===== config.mk =====
export PLATFORM = sky130hd
export DESIGN_NAME = rst_sequencer
export DESIGN_NICKNAME = d
export VERILOG_FILES = /design/src/rtl/rst_sequencer.sv
export SDC_FILE = /design/constraint.sdc
export NUM_CORES = 1
export LEC_CHECK = 0
export BUFFER_PORTS_ARGS = -buffer_cell sky130_fd_sc_hd__buf_2
export CAP_MARGIN = 10
export CORE_UTILIZATION = 40
export CTS_CLUSTER_SIZE = 14
export DETAILED_ROUTE_END_ITERATION = 10
export SLEW_MARGIN = 0
export SYNTH_ARGS = -nofsm -noshare
export SYNTH_HDL_FRONTEND = slang
export SYNTH_SLANG_ARGS = --single-unit

===== constraint.sdc =====
create_clock -name clk_i -period 2.06 [get_ports clk_i]
set_input_delay 0.412 -clock clk_i [delete_from_list [all_inputs] [get_ports clk_i]]
set_output_delay 0.412 -clock clk_i [all_outputs]
set_load 0.01 [all_outputs]

===== src/rtl/rst_sequencer.sv =====
// Board-level reset sequencer: synchronizes clock lock and reset button, debounces
// the button, and holds the SoC in reset until the clock is stable.
module rst_sequencer #(
    parameter int SYNC_STAGES     = 2,
    parameter int DEBOUNCE_CYCLES = 100000,
    parameter int HOLD_CYCLES     = 16
) (
    input  logic       clk_i,
    input  logic       reset_ni,
    input  logic       locked_i,
    input  logic       btn_ni,
    output logic       soc_reset_no,
    output logic [1:0] reset_cause_o,
    output logic [7:0] reset_count_o
);

    localparam int HOLD_W = $clog2(HOLD_CYCLES) + 1;
    localparam int DEB_W  = $clog2(DEBOUNCE_CYCLES) + 1;

    localparam logic [HOLD_W-1:0] HOLD_LAST = HOLD_W'(HOLD_CYCLES - 1);
    // The RUN cycle that first sees the button low is low cycle 1, so DEBOUNCE
    // only has to count the remaining DEBOUNCE_CYCLES-1 of them.
    localparam logic [DEB_W-1:0]  DEB_LAST  = DEB_W'(DEBOUNCE_CYCLES - 2);

    localparam logic [1:0] CAUSE_POR  = 2'b01;
    localparam logic [1:0] CAUSE_LOCK = 2'b10;
    localparam logic [1:0] CAUSE_BTN  = 2'b11;

    typedef enum logic [2:0] {
        WAIT_LOCK = 3'd0,
        HOLD      = 3'd1,
        RUN       = 3'd2,
        DEBOUNCE  = 3'd3,
        WAIT_REL  = 3'd4
    } state_t;

    state_t              state_r;
    logic [HOLD_W-1:0]   hold_cnt_r;
    logic [DEB_W-1:0]    deb_cnt_r;
    logic [1:0]          cause_r;
    logic [7:0]          count_r;
    logic                soc_reset_r;
    logic [SYNC_STAGES-1:0] lock_sync_r;
    logic [SYNC_STAGES-1:0] btn_sync_r;
    logic                lock_s;
    logic                btn_s;
    logic                lock_lost_s;

    function automatic logic [7:0] sat_inc(input logic [7:0] v);
        return (v == 8'hFF) ? v : v + 8'd1;
    endfunction

    // Metastability synchronizers; reset values represent "not locked, button released".
    always_ff @(posedge clk_i) begin
        if (!reset_ni) begin
            lock_sync_r <= '0;
            btn_sync_r  <= '1;
        end else begin
            lock_sync_r <= {lock_sync_r[SYNC_STAGES-2:0], locked_i};
            btn_sync_r  <= {btn_sync_r[SYNC_STAGES-2:0], btn_ni};
        end
    end

    assign lock_s      = lock_sync_r[SYNC_STAGES-1];
    assign btn_s       = btn_sync_r[SYNC_STAGES-1];
    assign lock_lost_s = !lock_s && (state_r inside {HOLD, RUN, DEBOUNCE, WAIT_REL});

    // Sequencer FSM with its counters, cause/count bookkeeping and registered reset output.
    always_ff @(posedge clk_i) begin
        if (!reset_ni) begin
            state_r     <= WAIT_LOCK;
            hold_cnt_r  <= '0;
            deb_cnt_r   <= '0;
            cause_r     <= CAUSE_POR;
            count_r     <= 8'd0;
            soc_reset_r <= 1'b0;
        end else begin
            soc_reset_r <= (state_r == RUN) || (state_r == DEBOUNCE);
            if (lock_lost_s) begin
                // Lock loss outranks any button event in the same cycle.
                state_r    <= WAIT_LOCK;
                cause_r    <= CAUSE_LOCK;
                count_r    <= sat_inc(count_r);
                hold_cnt_r <= '0;
                deb_cnt_r  <= '0;
            end else begin
                case (state_r)
                    WAIT_LOCK: begin
                        if (lock_s) begin
                            state_r    <= HOLD;
                            hold_cnt_r <= '0;
                        end else begin
                            state_r <= WAIT_LOCK;
                        end
                    end
                    HOLD: begin
                        if (hold_cnt_r == HOLD_LAST) begin
                            state_r <= RUN;
                        end else begin
                            hold_cnt_r <= hold_cnt_r + HOLD_W'(1);
                        end
                    end
                    RUN: begin
                        if (!btn_s) begin
                            state_r   <= DEBOUNCE;
                            deb_cnt_r <= '0;
                        end else begin
                            state_r <= RUN;
                        end
                    end
                    DEBOUNCE: begin
                        if (btn_s) begin
                            state_r <= RUN;
                        end else if (deb_cnt_r == DEB_LAST) begin
                            state_r <= WAIT_REL;
                            cause_r <= CAUSE_BTN;
                            count_r <= sat_inc(count_r);
                        end else begin
                            deb_cnt_r <= deb_cnt_r + DEB_W'(1);
                        end
                    end
                    WAIT_REL: begin
                        if (btn_s) begin
                            state_r    <= HOLD;
                            hold_cnt_r <= '0;
                        end else begin
                            state_r <= WAIT_REL;
                        end
                    end
                    default: begin
                        state_r    <= WAIT_LOCK;
                        hold_cnt_r <= '0;
                        deb_cnt_r  <= '0;
                    end
                endcase
            end
        end
    end

    assign soc_reset_no  = soc_reset_r;
    assign reset_cause_o = cause_r;
    assign reset_count_o = count_r;

endmodule

; ---- Word-level counts from Yosys, hierarchy flattened
; Index checks and enable logic that the tools add are counted.
[totals]
register_bits = 41
in_bits = 4
[op_classes]
n_addsub = 3
n_eq_ne = 16
muxes = 24
n_bitwise = 3
reduce_logical = 14
[op_table]
columns = cell, count
row1 = $mux W18, 3
row2 = $pmux W18 S3, 1
row3 = $mux W8, 5
row4 = $pmux W5 S4, 1
row5 = $add A18 B1 Y18 const B, 1
row6 = $eq A18 B17 Y1 const B, 1
row7 = $mux W5, 3
row8 = $pmux W3 S5, 1
row9 = $mux W3, 4
row10 = $ne A2 B2 Y1 const B, 6
row11 = $add A8 B1 Y8 const B, 1
row12 = $eq A8 B8 Y1 const B, 1
row13 = $mux W2, 4
row14 = $reduce_and A4 Y1, 2
row15 = $eq A3 B2 Y1 const B, 2
row16 = $add A5 B1 Y5 const B, 1
row17 = $eq A5 B4 Y1 const B, 1
row18 = $ne A2 B1 Y1 const B, 2
row19 = $reduce_bool A2 Y1, 2
row20 = $reduce_bool A4 Y1, 1
row21 = $reduce_or A2 Y1, 2
row22 = $eq A3 B1 Y1 const B, 1
row23 = $eq A3 B3 Y1 const B, 1
row24 = $logic_not A3 Y1, 1
row25 = other kinds (9), 12

; ---- Depth between registers and ports, before layout
; Gate-level depths: netlist of run 1.
[depth]
depth_word = 6
depth_mapped = 8
mapped_depth_nobuf = 8

; ---- Worst setup path after synthesis of run 1
; OpenSTA, ideal clock, no wires.
[synth_timing]
path_type = register -> register
from = reg state_r[2]
to = reg count_r[6] (netlist: reset_count_o[6])
arrival_ps = 1786
setup_slack_ps = 158
stages_incl_launch_ff = 7
path_buffers = 1
synth_period_minus_slack_ps = 1902
path_cell_list = dfxtp_1 buf_2 and2b_1 or2b_1 o31a_1 or4b_1 o211a_1
[synth_between]
elab_chain_cells = 5
word_cells_on_any_way = 11
cone_classes = 5 x eq/ne / 1 x mux / 5 x reduce/logical
[synth_lines]
columns = element, line_no
row1 = start: declaration, 37  ; state_t state_r;
row2 = start signal: assignment, 71  ; state_r <= WAIT_LOCK;
row3 = start signal: assignment, 81  ; state_r <= WAIT_LOCK;
row4 = start signal: assignment, 90  ; state_r <= HOLD;
row5 = $eq A3 B1 Y1 (tied with other cells), 66  ; assign lock_lost_s = !lock_s && (state_r inside {HOLD, RUN, DEBOUNCE, WAIT_REL});
row6 = $reduce_bool A4 Y1, 66
row7 = $logic_and A1 B1 Y1, 66
row8 = $ne A2 B1 Y1 (no line) or $reduce_bool A2 Y1 (tied branches), -
row9 = $reduce_and A3 Y1 (no line), -
row10 = end signal: assignment, 83  ; count_r <= sat_inc(count_r);
row11 = end signal: assignment, 117  ; count_r <= sat_inc(count_r);
row12 = end: declaration, 41  ; logic [7:0] count_r;
; Several ways; a longest one is shown, not always the timed one.
; A chain may end at the register's enable or synchronous reset.

; ---- Final worst setup path of run 1
[layout_timing]
from = reg deb_cnt_r[7]
to = reg count_r[6] (netlist: reset_count_o[6])
[layout_between]
elab_chain_cells = 3
[layout_lines]
columns = element, line_no
row1 = start: declaration, 39  ; logic [DEB_W-1:0] deb_cnt_r;
row2 = start signal: assignment, 119  ; deb_cnt_r <= deb_cnt_r + DEB_W'(1);
row3 = $eq A18 B17 Y1, 114  ; end else if (deb_cnt_r == DEB_LAST) begin
row4 = $reduce_bool A2 Y1 (no line), -
row5 = $reduce_and A3 Y1 (no line), -
; Every way passes these cells.

==> flow_metrics.env, run 1 <==
export IMPL_status="finished, final reports clean"
export IMPL_fin_cells=371
export IMPL_die_h_microns=74.6
export IMPL_dpl_worst_slack_ps=-7.00
export IMPL_m1WireLength_mm=2.42
export IMPL_rsz0062_at_grt="no"
export IMPL_max_cap_violations=0
export IMPL_die_w_microns=74.6
export IMPL_antenna_cells_inserted=0
export IMPL_cts_tree="done"
export IMPL_fin_util_pct=50.8
export IMPL_core_sq_mm=0.00511
export IMPL_std_cell_rows=26
export IMPL_synth_fp_nets=262
export IMPL_p_switching_w=0.000360
export IMPL_synth_cell_type_count=53
export IMPL_power_frac_clock_pct=37.7
export IMPL_relSlewSlack_pct=74.9
export IMPL_gr_usage_all_layers_pct=20.1
export IMPL_dieArea_sq_mm=0.00557
export IMPL_nFillCells=501
export IMPL_highest_layer="met4"
export IMPL_cp_required_ps=2260
export IMPL_root_buffer="clkbuf_8"
export IMPL_wl_per_cell_microns=13.5
export IMPL_setup_viol=0
export IMPL_leakage_nw=1.05
export IMPL_cts_buffers=5
export IMPL_place_hpwl_mm=3.65
export IMPL_syn_inst=253
export IMPL_clkTransAtPathRegs_ps=90
export IMPL_cp_arrival_ps=2180
export IMPL_finalWorstSetupSlack_ps=81.8
export IMPL_max_freq_ghz=0.505
export IMPL_power_density_mw_per_mm2=556
export IMPL_hold_depth=2
export IMPL_seqPwrFrac_pct=56.2
export IMPL_cts_htree_levels=2
export IMPL_hold_buffers=0
export IMPL_crit_path_end_kind="flip-flop"
export IMPL_pwr_share_comb_pct=6.1
export IMPL_skew_ps=9.59
export IMPL_vias=2000
export IMPL_r2r_end="reset_count_o[6]$_SDFFE_PN0P_"
export IMPL_crit_path_max_fanout=12
export IMPL_grt_antenna_before_repair=0
export IMPL_avgViaCountPerCell=5.39
export IMPL_grt_pass1_wl_mm=8.51
export IMPL_synth_flop_cell="dfxtp_1"
export IMPL_met2_length_mm=2.31
export IMPL_r2r_start="deb_cnt_r[7]$_SDFFE_PP0P_"
export IMPL_gp_congestion=0.811
export IMPL_cts_path_max_buffers=2
export IMPL_worstHoldPathType="primary input to flip-flop"
export IMPL_wl_met3_microns=194
export IMPL_grt_pass1_vias=1847
export IMPL_start_util_pct=41.3
export IMPL_max_vdd_ir_drop_mv=0.527
export IMPL_worstRegToRegCells=5
export IMPL_ys_seq_area_share_pct=38.9
export IMPL_min_to="btn_sync_r[0]$_SDFF_PN1_"
export IMPL_areaGrowthSynthToFinish_pct=23.0
export IMPL_drt_pass1_iterations=4
export IMPL_drive_above_1_share_pct=21.9
export IMPL_fin_crit_sh_pct=96.0
export IMPL_drt_iter0_markers=110
export IMPL_cp_start_kind="flip-flop"
export IMPL_crit_type="flip-flop to flip-flop"
export IMPL_crit_start="deb_cnt_r[7]$_SDFFE_PP0P_"
export IMPL_grt_overflow=0
export IMPL_p_total_w=0.00144
export IMPL_period_needed_ps=1980
export IMPL_power_internal_w=0.00108
export IMPL_synth_edf_count=0
export IMPL_whs_ps=290
export IMPL_numPortBuffers=14
export IMPL_insertion_delay_ps=300
export IMPL_grt_max_degree=15
export IMPL_syn_mean_instance_area_sq_um=8.34
export IMPL_multiInputGateArea_sq_mm=0.00123
export IMPL_async_reset_ff_share_pct=0
export IMPL_remaining_drc_errors=0
export IMPL_tightest_slew_ps=375
export IMPL_rrSetupSlack_ps=80
export IMPL_ant_nets=0
export IMPL_drt_total_wl_mm=5.01
export IMPL_seq_area_sq_um=821
export IMPL_io_pins=15
export IMPL_drv_slew=0
export IMPL_yosys_register_bits=41
export IMPL_nets=309
export IMPL_ys_warn_count=0
export IMPL_hold_viol_final=0
export IMPL_cts_sinks=41
export IMPL_synth_area_sq_mm=0.00211
export IMPL_dp_cells=363
export IMPL_switching_share_pct=24.9
export IMPL_hold_start="btn_ni"
[per-stage QoR]
step / setup TNS [ps] / instance area, sq um
after floorplan: 0 / 2110
after global placement: -36.1 / 2490
after detailed placement: -7.00 / 2490
after CTS: 0 / 2580
after global routing: 0 / 2590
final: 0 / 2590
[cell usage in the layout (no fill, tap or decap), types with 3 or more instances in the layout]
master / netlist / final
nor3_1: 8 / 8
clkbuf_8: 0 / 5
o31ai_1: 4 / 4
o21a_1: 3 / 3
xnor2_1: 3 / 3
dfxtp_1: 41 / 41
nand2b_1: 4 / 4
nor2_1: 13 / 13
buf_2: 4 / 14
nand4_1: 4 / 4
inv_1: 10 / 10
and2_1: 4 / 4
a31oi_1: 4 / 4
nand3_1: 8 / 8
a21oi_1: 20 / 20
and3_1: 10 / 10
o21ai_0: 22 / 22
ha_1: 5 / 5
a22o_1: 5 / 5
buf_4: 0 / 34
nand2_1: 24 / 24
or4_1: 5 / 5
or3_1: 7 / 7
[critical path, stage by stage, from the launching register on]
cell	delay, ps
dfxtp_1	400
and4bb_1	280
nand4_4	130
o31a_4	430
or4b_1	510
o211a_1	130
[kinds of logic (layout without fill, tap and decap cells)]
kind of cell | Yosys count | count (layout) | synth area share, %
and+or+nand+nor | 108 | 108 | 29.4
AOI/OAI and AO/OA | 75 | 75 | 22.9
DFF | 41 | 41 | 38.9
buffers and inverters | 19 | 67 | 3.62
adders and majority gates | 5 | 5 | 2.97
xor gates and xnor gates | 3 | 3 | 1.25
muxes | 2 | 2 | 1.01
[per-layer routing]
| layer | global-route usage [%] | vias up |
|---|---|---|
| li1 | - | 1037 |
| met1 | 27.1 | 909 |
| met2 | 31.7 | 45 |
| met3 | 4.42 | 9 |
| met4 | 7.13 | 0 |
| met5 | 0 | - |
[cell type report]
class	count	share of cell area (%)
Tap cell	70	3.38
Clock inverter	3	0.868
Timing Repair Buffer	48	12.5
Multi-Input combinational cell	193	47.3
Inverter	11	1.59
Clock buffer	5	2.65
Sequential cell	41	31.6
[power by group through the flow]
| stage | combinational, W | clock [W] | sequential [W] |
|---|---|---|---|
| 6_report | 0.0000883 | 0.000544 | 0.000811 |
| 3_3_place_gp | 0.0000866 | 0 | 0.000829 |
| 2_1_floorplan | 0.0000499 | 0 | 0.000829 |
| 4_1_cts | 0.0000878 | 0.000551 | 0.000811 |
| 5_1_grt | 0.000101 | 0.000587 | 0.000813 |
| 3_5_place_dp | 0.0000873 | 0 | 0.000830 |
[sequential cells by signal (all words and copies together), names as in the netlist]
name and flops:
soc_reset_no 1, reset_cause_o 2, lock_sync_r 2, state_r 3, reset_count_o 8, hold_cnt_r 5, deb_cnt_r 18, btn_sync_r 2
[cell usage after synthesis (all sizes together) (2+ instances only)]
master,instances,area (sq um)
o2111ai,2,17.5
ha,5,62.6
or4,5,37.5
and4bb,2,25.0
o31a,2,17.5
nand3,8,40.0
a31oi,4,25.0
clkbuf,4,15.0
buf,4,20.0
nor4,2,12.5
nor3b,2,15.0
or3b,2,17.5
nand4,5,46.3
nand2b,4,25.0
or3,7,43.8
a21oi,20,100
and3,10,62.6
inv,10,37.5
o21ai,22,110
dfxtp,41,821
o41ai,2,17.5
and2,5,31.3
a311oi,2,17.5
o21a,3,22.5
o31ai,4,30.0
and2b,2,15.0
nor3,8,40.0
xnor2,3,26.3
nor2,13,48.8
nor2b,2,12.5
nand2,24,90.1
nand3b,2,15.0
a22o,5,43.8
[how the worst max path moves through the flow]
stage	slack (ps)	depth (start not counted)	end
after CTS	20	6	reset_count_o[6]$_SDFFE_PN0P_
final	80	5	reset_count_o[6]$_SDFFE_PN0P_
after global placement	-40	6	reset_count_o[6]$_SDFFE_PN0P_
after detailed placement	-7	6	reset_count_o[6]$_SDFFE_PN0P_
after floorplan	160	6	reset_count_o[6]$_SDFFE_PN0P_
after global routing	20	5	reset_count_o[6]$_SDFFE_PN0P_
[what timing repair did]
| item | 4_1_cts | 5_1_grt |
|---|---|---|
| setup endpoints to repair | 1 | 4 |
| buffers inserted | 0 | 0 |
| gates resized for setup | 0 | 3 |
| pin swaps | 1 | 0 |
(Power assumes the default switching activity.)
==> run 2, diff against run 1 <==
==> constraint.sdc (replaced) <==
create_clock -name clk_i -period 2.06 [get_ports clk_i]
set_input_delay 0.103 -clock clk_i [delete_from_list [all_inputs] [get_ports clk_i]]
set_output_delay 0.103 -clock clk_i [all_outputs]
set_load 0.01 [all_outputs]
==> flow_metrics.env, run 2 (same netlist as run 1, synthesis figures left out) <==
export IMPL_cts_tree="done"
export IMPL_crit_type="flip-flop to flip-flop"
export IMPL_grt_antenna_before_repair=0
export IMPL_setup_viol=0
export IMPL_multiInputGateArea_sq_mm=0.00123
export IMPL_insertion_delay_ps=290
export IMPL_crit_path_end_kind="flip-flop"
export IMPL_final_area_sq_mm=0.00263
export IMPL_start_util_pct=41.3
export IMPL_root_buffer="clkbuf_8"
export IMPL_cp_required_ps=2250
export IMPL_power_density_mw_per_mm2=598
export IMPL_wl_per_cell_microns=13.5
export IMPL_setup_tns_ps=0
export IMPL_max_cap_violations=0
export IMPL_grt_use_met1_pct=26.9
export IMPL_final_common_cell="dfxtp_1"
export IMPL_cts_buffers=5
export IMPL_nFillCells=500
export IMPL_fin_cells=372
export IMPL_drt_total_wl_mm=5.03
export IMPL_place_hpwl_mm=3.74
export IMPL_cp_start_kind="flip-flop"
export IMPL_relSlewSlack_pct=68.9
export IMPL_cts_htree_levels=2
export IMPL_clkTransAtPathRegs_ps=80
export IMPL_finalWorstSetupSlack_ps=100
export IMPL_drt_iter0_markers=93
export IMPL_cts_sinks=41
export IMPL_met2_usage_pct=29.3
export IMPL_max_freq_ghz=0.510
export IMPL_final_cell_mix="41 x dfxtp_1, 34 x buf_4, 24 x nand2_1"
export IMPL_dieArea_sq_mm=0.00557
export IMPL_crit_path_max_fanout=12
export IMPL_status="finished, final reports clean"
export IMPL_place_area_sq_mm=0.00249
export IMPL_hold_viol_final=0
export IMPL_fin_crit_sh_pct=95.1
export IMPL_drt_pass1_iterations=4
export IMPL_grt_pass1_wl_mm=8.00
export IMPL_drive_above_1_share_pct=21.5
export IMPL_leakage_nw=1.06
export IMPL_largest_register="deb_cnt_r"
export IMPL_cts_path_max_buffers=2
export IMPL_skew_ps=4.79
export IMPL_std_cell_rows=26
export IMPL_busiest_layer="met2"
export IMPL_max_vdd_ir_drop_mv=0.337
export IMPL_ant_nets=0
export IMPL_grt_pass1_vias=1639
export IMPL_cp_arrival_ps=2150
export IMPL_die_w_microns=74.6
export IMPL_period_needed_ps=1960
export IMPL_areaGrowthSynthToFinish_pct=24.6
export IMPL_drv_slew=0
export IMPL_core_sq_mm=0.00511
export IMPL_rsz0062_at_grt="no"
export IMPL_io_pins=15
export IMPL_numPortBuffers=14
export IMPL_die_h_microns=74.6
export IMPL_tightest_slew_ps=462
export IMPL_worstHoldPathType="primary input to flip-flop"
export IMPL_avgViaCountPerCell=5.31
export IMPL_grt_max_degree=13
export IMPL_gp_congestion=0.845
export IMPL_remaining_drc_errors=0
export IMPL_gr_usage_all_layers_pct=19.3
export IMPL_dp_cells=363
export IMPL_nets=310
export IMPL_largest_reg_flops=18
export IMPL_fin_util_pct=51.5
export IMPL_dpl_worst_slack_ps=-0.104
export IMPL_grt_overflow=0
export IMPL_seq_area_sq_um=821
export IMPL_antenna_cells_inserted=0
export IMPL_post_cts_setup_buffers=0
export IMPL_grtUsageMet3_pct=4.15
export IMPL_vias=1976
run 2: cell types whose count changed in the layout (fill, tap and decap cells not counted):
cell / before / now
clkbuf_8: 5 / 6
bufinv_16: 0 / 1
dlygate4sd3_1: 0 / 1
clkinv_2: 1 / 0
clkbuf_1: 0 / 1
clkinv_4: 2 / 0
run 2: cell type report:
type / count / area share (%)
multi-input cells: 193 / 46.7
well taps: 70 / 3.33
clock buffers: 7 / 3.28
repair buffers: 49 / 12.8
flip-flops and latches: 41 / 31.2
clock inverters: 1 / 1.14
inverters: 11 / 1.57
run 2: where the power goes:
group | switching [W] | internal [W]
Sequential | 0.00000745 | 0.000803
Combinational | 0.0000487 | 0.0000407
Clock | 0.000277 | 0.000395
run 2: final timing paths:
check                                 start                             to  slack (ps)  depth (start not counted)
setup / recovery  deb_cnt_r[7]$_SDFFE_PP0P_  reset_count_o[6]$_SDFFE_PN0P_         100                          5
hold / removal                     locked_i      lock_sync_r[0]$_SDFF_PN0_          20                          2
setup reg to reg  deb_cnt_r[7]$_SDFFE_PP0P_  reset_count_o[6]$_SDFFE_PN0P_         100                          5
hold reg to reg    btn_sync_r[0]$_SDFF_PN1_       btn_sync_r[1]$_SDFF_PN1_         410                          1
run 2: worst max-delay path, stage by stage, from the launching register on:
cell      delay, ps
dfxtp_1         390
and4bb_1        270
nand4_4         130
o31a_4          430
or4b_1          510
o211a_1         130
run 2: per-stage QoR:
step           total power [W]  hold slack, ps
3_3_place_gp          0.000916             290
6_report               0.00157            15.9
4_1_cts                0.00159            7.80
3_5_place_dp          0.000917             286
2_1_floorplan         0.000879             204
5_1_grt                0.00164            13.4
run 2: metal layers:
metal,part of all wire [%],up-vias
met3,3.8,8
met1,50,889
met2,45,37
met4,1.4,0
met5,0,-
li1,-,1042
run 2: timing repair:
item	in CTS	in global routing
hold buffers	1	0
endpoints found under the setup margin	1	5
endpoints found under the hold margin	1	0
pin swaps	1	0
gates resized for setup	0	3
